==> src/rtl/neo_audio_pkg.sv <==
// Shared helpers for the Neo-Geo audio path.
// Contents:
//   - I2S slot constants.
//   - clog2, a constant-friendly ceiling log2.
//   - sat_add, a signed add that clamps the result to a w-bit two's complement range.
package neo_audio_pkg;

    localparam logic LRCK_LEFT    = 1'b0;
    localparam logic LRCK_RIGHT   = 1'b1;
    // The word MSB goes out one slot after LRCK changes (I2S delay).
    localparam int   SLOT_MSB_OFS = 1;

    function automatic int clog2(input int value);
        int r;
        r = 0;
        for (int i = 0; i < 31; i++) begin
            if ((1 << i) < value) r = i + 1;
        end
        return r;
    endfunction

    // Returns a+b clamped to [-2^(w-1), 2^(w-1)-1], with the clip flag on the side.
    function automatic logic signed [63:0] sat_add(
        input  logic signed [63:0] a,
        input  logic signed [63:0] b,
        input  int                 w,
        output logic               clipped
    );
        logic signed [63:0] s;
        logic signed [63:0] hi;
        logic signed [63:0] lo;
        s       = a + b;
        hi      = (64'sd1 <<< (w - 1)) - 64'sd1;
        lo      = -(64'sd1 <<< (w - 1));
        clipped = 1'b0;
        if (s > hi) begin
            s       = hi;
            clipped = 1'b1;
        end else if (s < lo) begin
            s       = lo;
            clipped = 1'b1;
        end
        return s;
    endfunction

endpackage

==> src/rtl/i2s_tx.sv <==
// I2S transmitter: BCLK divider, slot counter, frame shift registers, LRCK/SDTI.
// Ports:
//   clk, rst_n        system clock, async active-low reset
//   word_l, word_r    mixed words, sampled at each frame load
//   flag_l, flag_r    clip flags travelling with the words
//   mclk              clk/2
//   bick, lrck, sdti  I2S bit clock, word select (0 = left) and data
//   frame_stb         one-cycle pulse at each frame load
//   sat_l, sat_r      one-cycle pulse at load when that word was clipped
module i2s_tx
    import neo_audio_pkg::*;
#(
    parameter int SAMPLE_W   = 16,
    parameter int FRAME_BITS = 32,
    parameter int BCLK_DIV   = 4
) (
    input  logic                clk,
    input  logic                rst_n,
    input  logic [SAMPLE_W-1:0] word_l,
    input  logic [SAMPLE_W-1:0] word_r,
    input  logic                flag_l,
    input  logic                flag_r,
    output logic                mclk,
    output logic                bick,
    output logic                lrck,
    output logic                sdti,
    output logic                frame_stb,
    output logic                sat_l,
    output logic                sat_r
);

    localparam int SLOTS = 2 * FRAME_BITS;
    localparam int DIV_W = (clog2(BCLK_DIV) > 0) ? clog2(BCLK_DIV) : 1;
    localparam int CNT_W = clog2(SLOTS);

    logic [DIV_W-1:0]    div_cnt;
    logic [CNT_W-1:0]    bit_cnt;
    logic [CNT_W-1:0]    bit_nxt;
    logic [SAMPLE_W-1:0] sh_l;
    logic [SAMPLE_W-1:0] sh_r;
    logic                wrap;
    logic                fall;
    int                  slot;

    always_comb begin
        wrap    = (div_cnt == DIV_W'(BCLK_DIV - 1));
        fall    = wrap & bick;
        bit_nxt = (bit_cnt == CNT_W'(SLOTS - 1)) ? '0 : bit_cnt + CNT_W'(1);
        slot    = int'(bit_nxt);
    end

    // Every serial output is decided from the slot being entered on this fall.
    always_ff @(posedge clk or negedge rst_n) begin
        if (!rst_n) begin
            mclk      <= 1'b0;
            bick      <= 1'b0;
            lrck      <= 1'b0;
            sdti      <= 1'b0;
            frame_stb <= 1'b0;
            sat_l     <= 1'b0;
            sat_r     <= 1'b0;
            div_cnt   <= '0;
            bit_cnt   <= '0;
            sh_l      <= '0;
            sh_r      <= '0;
        end else begin
            mclk      <= ~mclk;
            div_cnt   <= wrap ? '0 : div_cnt + DIV_W'(1);
            frame_stb <= 1'b0;
            sat_l     <= 1'b0;
            sat_r     <= 1'b0;
            if (wrap) bick <= ~bick;
            if (fall) begin
                bit_cnt <= bit_nxt;
                lrck    <= (slot >= FRAME_BITS) ? LRCK_RIGHT : LRCK_LEFT;
                if (slot == 0) begin
                    sh_l      <= word_l;
                    sh_r      <= word_r;
                    frame_stb <= 1'b1;
                    sat_l     <= flag_l;
                    sat_r     <= flag_r;
                    sdti      <= 1'b0;
                end else if (slot >= SLOT_MSB_OFS && slot < SLOT_MSB_OFS + SAMPLE_W) begin
                    sdti <= sh_l[SAMPLE_W-1];
                    sh_l <= sh_l << 1;
                end else if (slot >= FRAME_BITS + SLOT_MSB_OFS &&
                             slot <  FRAME_BITS + SLOT_MSB_OFS + SAMPLE_W) begin
                    sdti <= sh_r[SAMPLE_W-1];
                    sh_r <= sh_r << 1;
                end else begin
                    sdti <= 1'b0;
                end
            end
        end
    end

endmodule

==> src/rtl/neo_i2s_mix.sv <==
// N-source PCM mixer with per-source L/R routing and saturation, feeding an I2S transmitter.
// Ports:
//   CLK_24M, nRESET      system clock, async active-low reset
//   SMP_IN, SMP_STB      packed signed source samples and per-source load strobes
//   PAN                  bit 2i routes source i left, bit 2i+1 routes it right
//   I2S_MCLK/BICK/LRCK/SDTI  I2S stream
//   FRAME_STB            pulse at each frame load
//   SAT_L, SAT_R         pulse at load when the loaded word was clipped
module neo_i2s_mix
    import neo_audio_pkg::*;
#(
    parameter int N_SRC      = 2,
    parameter int SAMPLE_W   = 16,
    parameter int FRAME_BITS = 32,
    parameter int BCLK_DIV   = 4
) (
    input  logic                      CLK_24M,
    input  logic                      nRESET,
    input  logic [N_SRC*SAMPLE_W-1:0] SMP_IN,
    input  logic [N_SRC-1:0]          SMP_STB,
    input  logic [2*N_SRC-1:0]        PAN,
    output logic                      I2S_MCLK,
    output logic                      I2S_BICK,
    output logic                      I2S_LRCK,
    output logic                      I2S_SDTI,
    output logic                      FRAME_STB,
    output logic                      SAT_L,
    output logic                      SAT_R
);

    localparam int SUM_W = SAMPLE_W + clog2(N_SRC) + 1;

    logic [SAMPLE_W-1:0]     hold [N_SRC];
    logic signed [SUM_W-1:0] sum_l;
    logic signed [SUM_W-1:0] sum_r;
    logic [SAMPLE_W-1:0]     mix_l_d;
    logic [SAMPLE_W-1:0]     mix_r_d;
    logic                    clip_l;
    logic                    clip_r;
    logic [SAMPLE_W-1:0]     mix_l;
    logic [SAMPLE_W-1:0]     mix_r;
    logic                    mix_sat_l;
    logic                    mix_sat_r;

    always_ff @(posedge CLK_24M or negedge nRESET) begin
        if (!nRESET) begin
            for (int i = 0; i < N_SRC; i++) hold[i] <= '0;
        end else begin
            for (int i = 0; i < N_SRC; i++) begin
                if (SMP_STB[i]) hold[i] <= SMP_IN[i*SAMPLE_W +: SAMPLE_W];
            end
        end
    end

    always_comb begin
        sum_l  = '0;
        sum_r  = '0;
        clip_l = 1'b0;
        clip_r = 1'b0;
        for (int i = 0; i < N_SRC; i++) begin
            if (PAN[2*i])   sum_l = sum_l + SUM_W'(signed'(hold[i]));
            if (PAN[2*i+1]) sum_r = sum_r + SUM_W'(signed'(hold[i]));
        end
        mix_l_d = SAMPLE_W'(sat_add(64'(sum_l), 64'sd0, SAMPLE_W, clip_l));
        mix_r_d = SAMPLE_W'(sat_add(64'(sum_r), 64'sd0, SAMPLE_W, clip_r));
    end

    always_ff @(posedge CLK_24M or negedge nRESET) begin
        if (!nRESET) begin
            mix_l     <= '0;
            mix_r     <= '0;
            mix_sat_l <= 1'b0;
            mix_sat_r <= 1'b0;
        end else begin
            mix_l     <= mix_l_d;
            mix_r     <= mix_r_d;
            mix_sat_l <= clip_l;
            mix_sat_r <= clip_r;
        end
    end

    i2s_tx #(
        .SAMPLE_W   (SAMPLE_W),
        .FRAME_BITS (FRAME_BITS),
        .BCLK_DIV   (BCLK_DIV)
    ) u_tx (
        .clk       (CLK_24M),
        .rst_n     (nRESET),
        .word_l    (mix_l),
        .word_r    (mix_r),
        .flag_l    (mix_sat_l),
        .flag_r    (mix_sat_r),
        .mclk      (I2S_MCLK),
        .bick      (I2S_BICK),
        .lrck      (I2S_LRCK),
        .sdti      (I2S_SDTI),
        .frame_stb (FRAME_STB),
        .sat_l     (SAT_L),
        .sat_r     (SAT_R)
    );

endmodule
==> config.mk <==
export PLATFORM = sky130hd
export DESIGN_NAME = neo_i2s_mix
export DESIGN_NICKNAME = d
export VERILOG_FILES = /design/src/rtl/neo_audio_pkg.sv /design/src/rtl/i2s_tx.sv /design/src/rtl/neo_i2s_mix.sv
export SDC_FILE = /design/constraint.sdc
export NUM_CORES = 1
export LEC_CHECK = 0
export CAP_MARGIN = 20
export CORE_MARGIN = 3
export CORE_UTILIZATION = 49
export DETAILED_ROUTE_END_ITERATION = 7
export PLACE_DENSITY_LB_ADDON = 0.05
export SLEW_MARGIN = 30
export SYNTH_ARGS = -nofsm -noshare
export SYNTH_HDL_FRONTEND = slang
export SYNTH_HIERARCHICAL = 1
export SYNTH_SLANG_ARGS = --single-unit
==> constraint.sdc <==
create_clock -name CLK_24M -period 4 [get_ports CLK_24M]
set_input_delay 0.6 -clock CLK_24M [delete_from_list [all_inputs] [get_ports CLK_24M]]
set_output_delay 0.6 -clock CLK_24M [all_outputs]
set_load 0.05 [all_outputs]
==> impl_metrics.csv <==
group,metric,value,unit
layout,multi_input_area,4140,µm²
critical_path,slowest_delay,0.70,ns
synth,synth_adder_area_share,6.35,%
global_route,grt_max_degree,63,
global_route,grt_pass1_wl,28.1,mm
sta,setup_viol,0,
power_and_ir_drop,peakVddDrop,281,µV
synth,ys_ff_latch,113,
sta,layout_worst_path_cycle_share,91.1,%
sta,slew_violations,0,
synth,seq_area_frac_synth,38.9,%
placed_design,placed_area,7840,µm²
layout,fin_area,8460,µm²
synth,syn_nets,780,
synth,synth_xor_area_share,3.96,%
critical_path,crit_path_end_kind,"flip-flop",
clocking,ctsRootBufferMaster,"clkbuf_16",
floorplan,dieArea,16300,µm²
critical_path,path_cells,"clkdlybuf4s50_1, and2_1, ha_1, fa_1, a21oi_1, o22ai_1, nor2_1, o21ai_2, a31o_2, nand4_1, a211oi_2, o21ai_0",
synth,syn_area_per_cell,10.3,µm²
layout,fin_cells,941,
critical_path,crit_path_top_delay_cell,"a211oi_2",
layout,fin_nets,822,
synth,synthTopCellsByCount,"dfrtp_1 (113), nand2_1 (77), a21oi_1 (60)",
critical_path,r2r_start,"hold[20]$_DFFE_PN0P_",
synth,synth_top_family_by_area,"compound AO/OA/AOI/OAI gates",
synth,synthTopCellsByArea,"dfrtp_1 (39%), mux2_2 (8.2%), ha_1 (5.5%), mux2i_1 (5.0%), a21oi_1 (4.1%)",
clocking,cts_setup_buffers,0,
floorplan,initial_core_util,51.2,%
layout,antenna_cells,0,
job,cap_violations,0,
critical_path,ff2ff_setup_slack,0.82,ns
placed_design,hpwlAfterDp,12.7,mm
worst_hold_path,hold_class,"in2async",
floorplan,io_pins,47,
outcome,status,"finished clean",
layout,area.growth.synth_to_final,16.4,%
sta,rsz0062_at_grt,"no",
routing,ant_nets,0,
critical_path,worstPathMaxFanout,15,
clocking,cts_max_level,4,
layout,seq_area,2830,µm²
critical_path,critical-path-top-delay-family,"compound AO/OA/AOI/OAI gates",
global_route,globalRoute.totalOverflow,0,
synth,syn_area,7270,µm²
synth,synth_flop_cell,"dfrtp_1",
clocking,cts.sinks,113,
floorplan,fp.dieH,128,µm
routing,drc,0,
global_route,antenna_found_initial,1,
synth,synth_edf_count,0,
critical_path,cp.required,4.25,ns
critical_path,r2r_end,"mix_l[4]$_DFF_PN0_",
global_route,grt_usage,22.1,%
routing,drtIter0Drc,307,
routing,wl_per_cell,18.0,µm
critical_path,critical_path_buf_inv_count,1,
synth,synth_top_area_share,38.9,%
power_and_ir_drop,power.leakage,3.80,nW
synth,yosys.area_share.simple,12.5,%
critical_path,cp-start-kind,"input port",
floorplan,die_x,128,µm
synth,synth_cells,706,
clocking,numCtsBuffers,17,
sta,fin_crit,3.64,ns
sta,tightest_slew,0.944,ns
synth,yosysMostFrequentCell,"dfrtp_1",
clocking,cts_tree,"done",
placed_design,globalplace.congestion,0.842,
layout,drive_gt1_share,19.8,%
critical_path,rr_worst_depth,9,
global_route,grt_pass1_vias,5447,
floorplan,core.rowCount,43,
synth,synth_top_area_cell,"dfrtp_1",
sta,relSlewSlack,37.0,%
floorplan,coreArea,14200,µm²
critical_path,critPathKind,"in2reg",
synth,synthArstFlopShare,100,%
synth,synth_compound_area_share,18.8,%
routing,viasPerCell,5.65,
routing,dr_total_vias,5321,
clocking,clockBufferDepth,2,
clocking,clk_pin_slew_worst_paths,0.05,ns
sta,fmax,274,MHz
routing,wirelength,16.9,mm
layout,num-fill-cells,1175,
critical_path,crit_arrival,3.89,ns
synth,synth.area.mux_share,15.2,%
routing,firstDrtPassIters,4,
power_and_ir_drop,power_density,431,nW/µm²
sta,hold_viol,0,
sta,skew,0.00771,ns
clocking,clkLatencyLatePin,0.42,ns
synth,yosys_warnings,6,
placed_design,dp_cells,909,
placed_design,port_buffers,46,
synth,synth_cell_types,83,
metrics by stage:
stage	power (mW)	hold slack [ns]	TNS (ns)	util (%)	setup WS [ns]
after floorplan	1.87	0.304	0	-	0.800
after global placement	2.09	0.405	-0.0468	55.2	-0.0259
after detailed placement	2.10	0.417	-1.52	55.2	-0.137
after CTS	3.69	0.285	0	59.6	0.297
after global routing	3.84	0.315	0	59.6	0.0346
final	3.65	0.264	0	59.6	0.356
worst max-delay path by stage:
stage                     startpoint                  end  slack, ns  depth (start not counted)
after floorplan               PAN[0]  mix_l[10]$_DFF_PN0_       0.80                         13
after global placement        PAN[1]   mix_r[0]$_DFF_PN0_      -0.03                         11
after detailed placement      PAN[1]   mix_r[0]$_DFF_PN0_      -0.14                         11
after CTS                     PAN[1]   mix_r[0]$_DFF_PN0_       0.30                         11
after global routing          PAN[1]  mix_r[12]$_DFF_PN0_       0.03                         12
final                         PAN[0]   mix_l[4]$_DFF_PN0_       0.36                         12
state kept, by name, summed over array words and instances (netlist names):
register / flops
mix_l: 16
mix_sat_l: 1
u_tx/div_cnt: 2
u_tx/sat_l: 1
u_tx/sh_l: 16
u_tx/bick: 1
u_tx/sdti: 1
mix_sat_r: 1
u_tx/frame_stb: 1
mix_r: 16
hold: 32
u_tx/sat_r: 1
u_tx/mclk: 1
u_tx/lrck: 1
u_tx/bit_cnt: 6
u_tx/sh_r: 16
where the power goes:
part	leakage [nW]	switching, mW	internal [mW]
sequential	1.42	0.0817	1.28
combinational	2.08	0.387	0.338
clock	0.301	0.510	1.06
repair_timing:
item / CTS / global route
setup endpoints to repair: 0 / 1
gates resized for setup: 0 / 1
hold buffers: 0 / 0
hold endpoints to repair: 0 / 0
layer usage:
layer	up-vias	track usage (%)	share of wire (%)
met5	-	0	0.059
met4	2	6.99	1.7
met3	24	5.50	4.0
met2	87	36.0	48
met1	2562	29.0	46
li1	2646	-	-
cells in the final DEF, fill, tap and decap left out, drive strengths merged, types with 3 or more instances in the layout:
master and instances:
dfrtp 113, nand2 77, o21ai 64, mux2 63, a21oi 62, clkdlybuf4s50 45, and2 38, mux2i 36
ha 32, clkbuf 23, xnor2 19, nor2 19, buf 19, xor2 13, inv 11, a21o 10
nand3 10, a31oi 9, and3 8, nand2b 5, a211o 5, a41o 4, nor3 4, a21boi 4
nand4 3, a2111o 3, or3 3, o21a 3, o2111ai 3, clkinvlp 3, clkinv 3, bufinv 3
o31ai 3, o211ai 3, a311oi 3, or2 3
layout make-up:
cell class	instances	area share [%]
multi-input combinational	541	48.9
sequential	113	33.4
timing repair buffer	64	7.16
clock buffer	23	5.88
tap	180	2.66
clock inverter	9	1.51
inverter	11	0.488
logic make-up after synthesis:
family,Yosys count
xor gates and xnor gates,32
and+or+nand+nor,178
AOI/OAI and AO/OA,196
DFF,113
muxes,99
adders and majority gates,36
buffers and inverters,52
(Power assumes the default switching activity.)
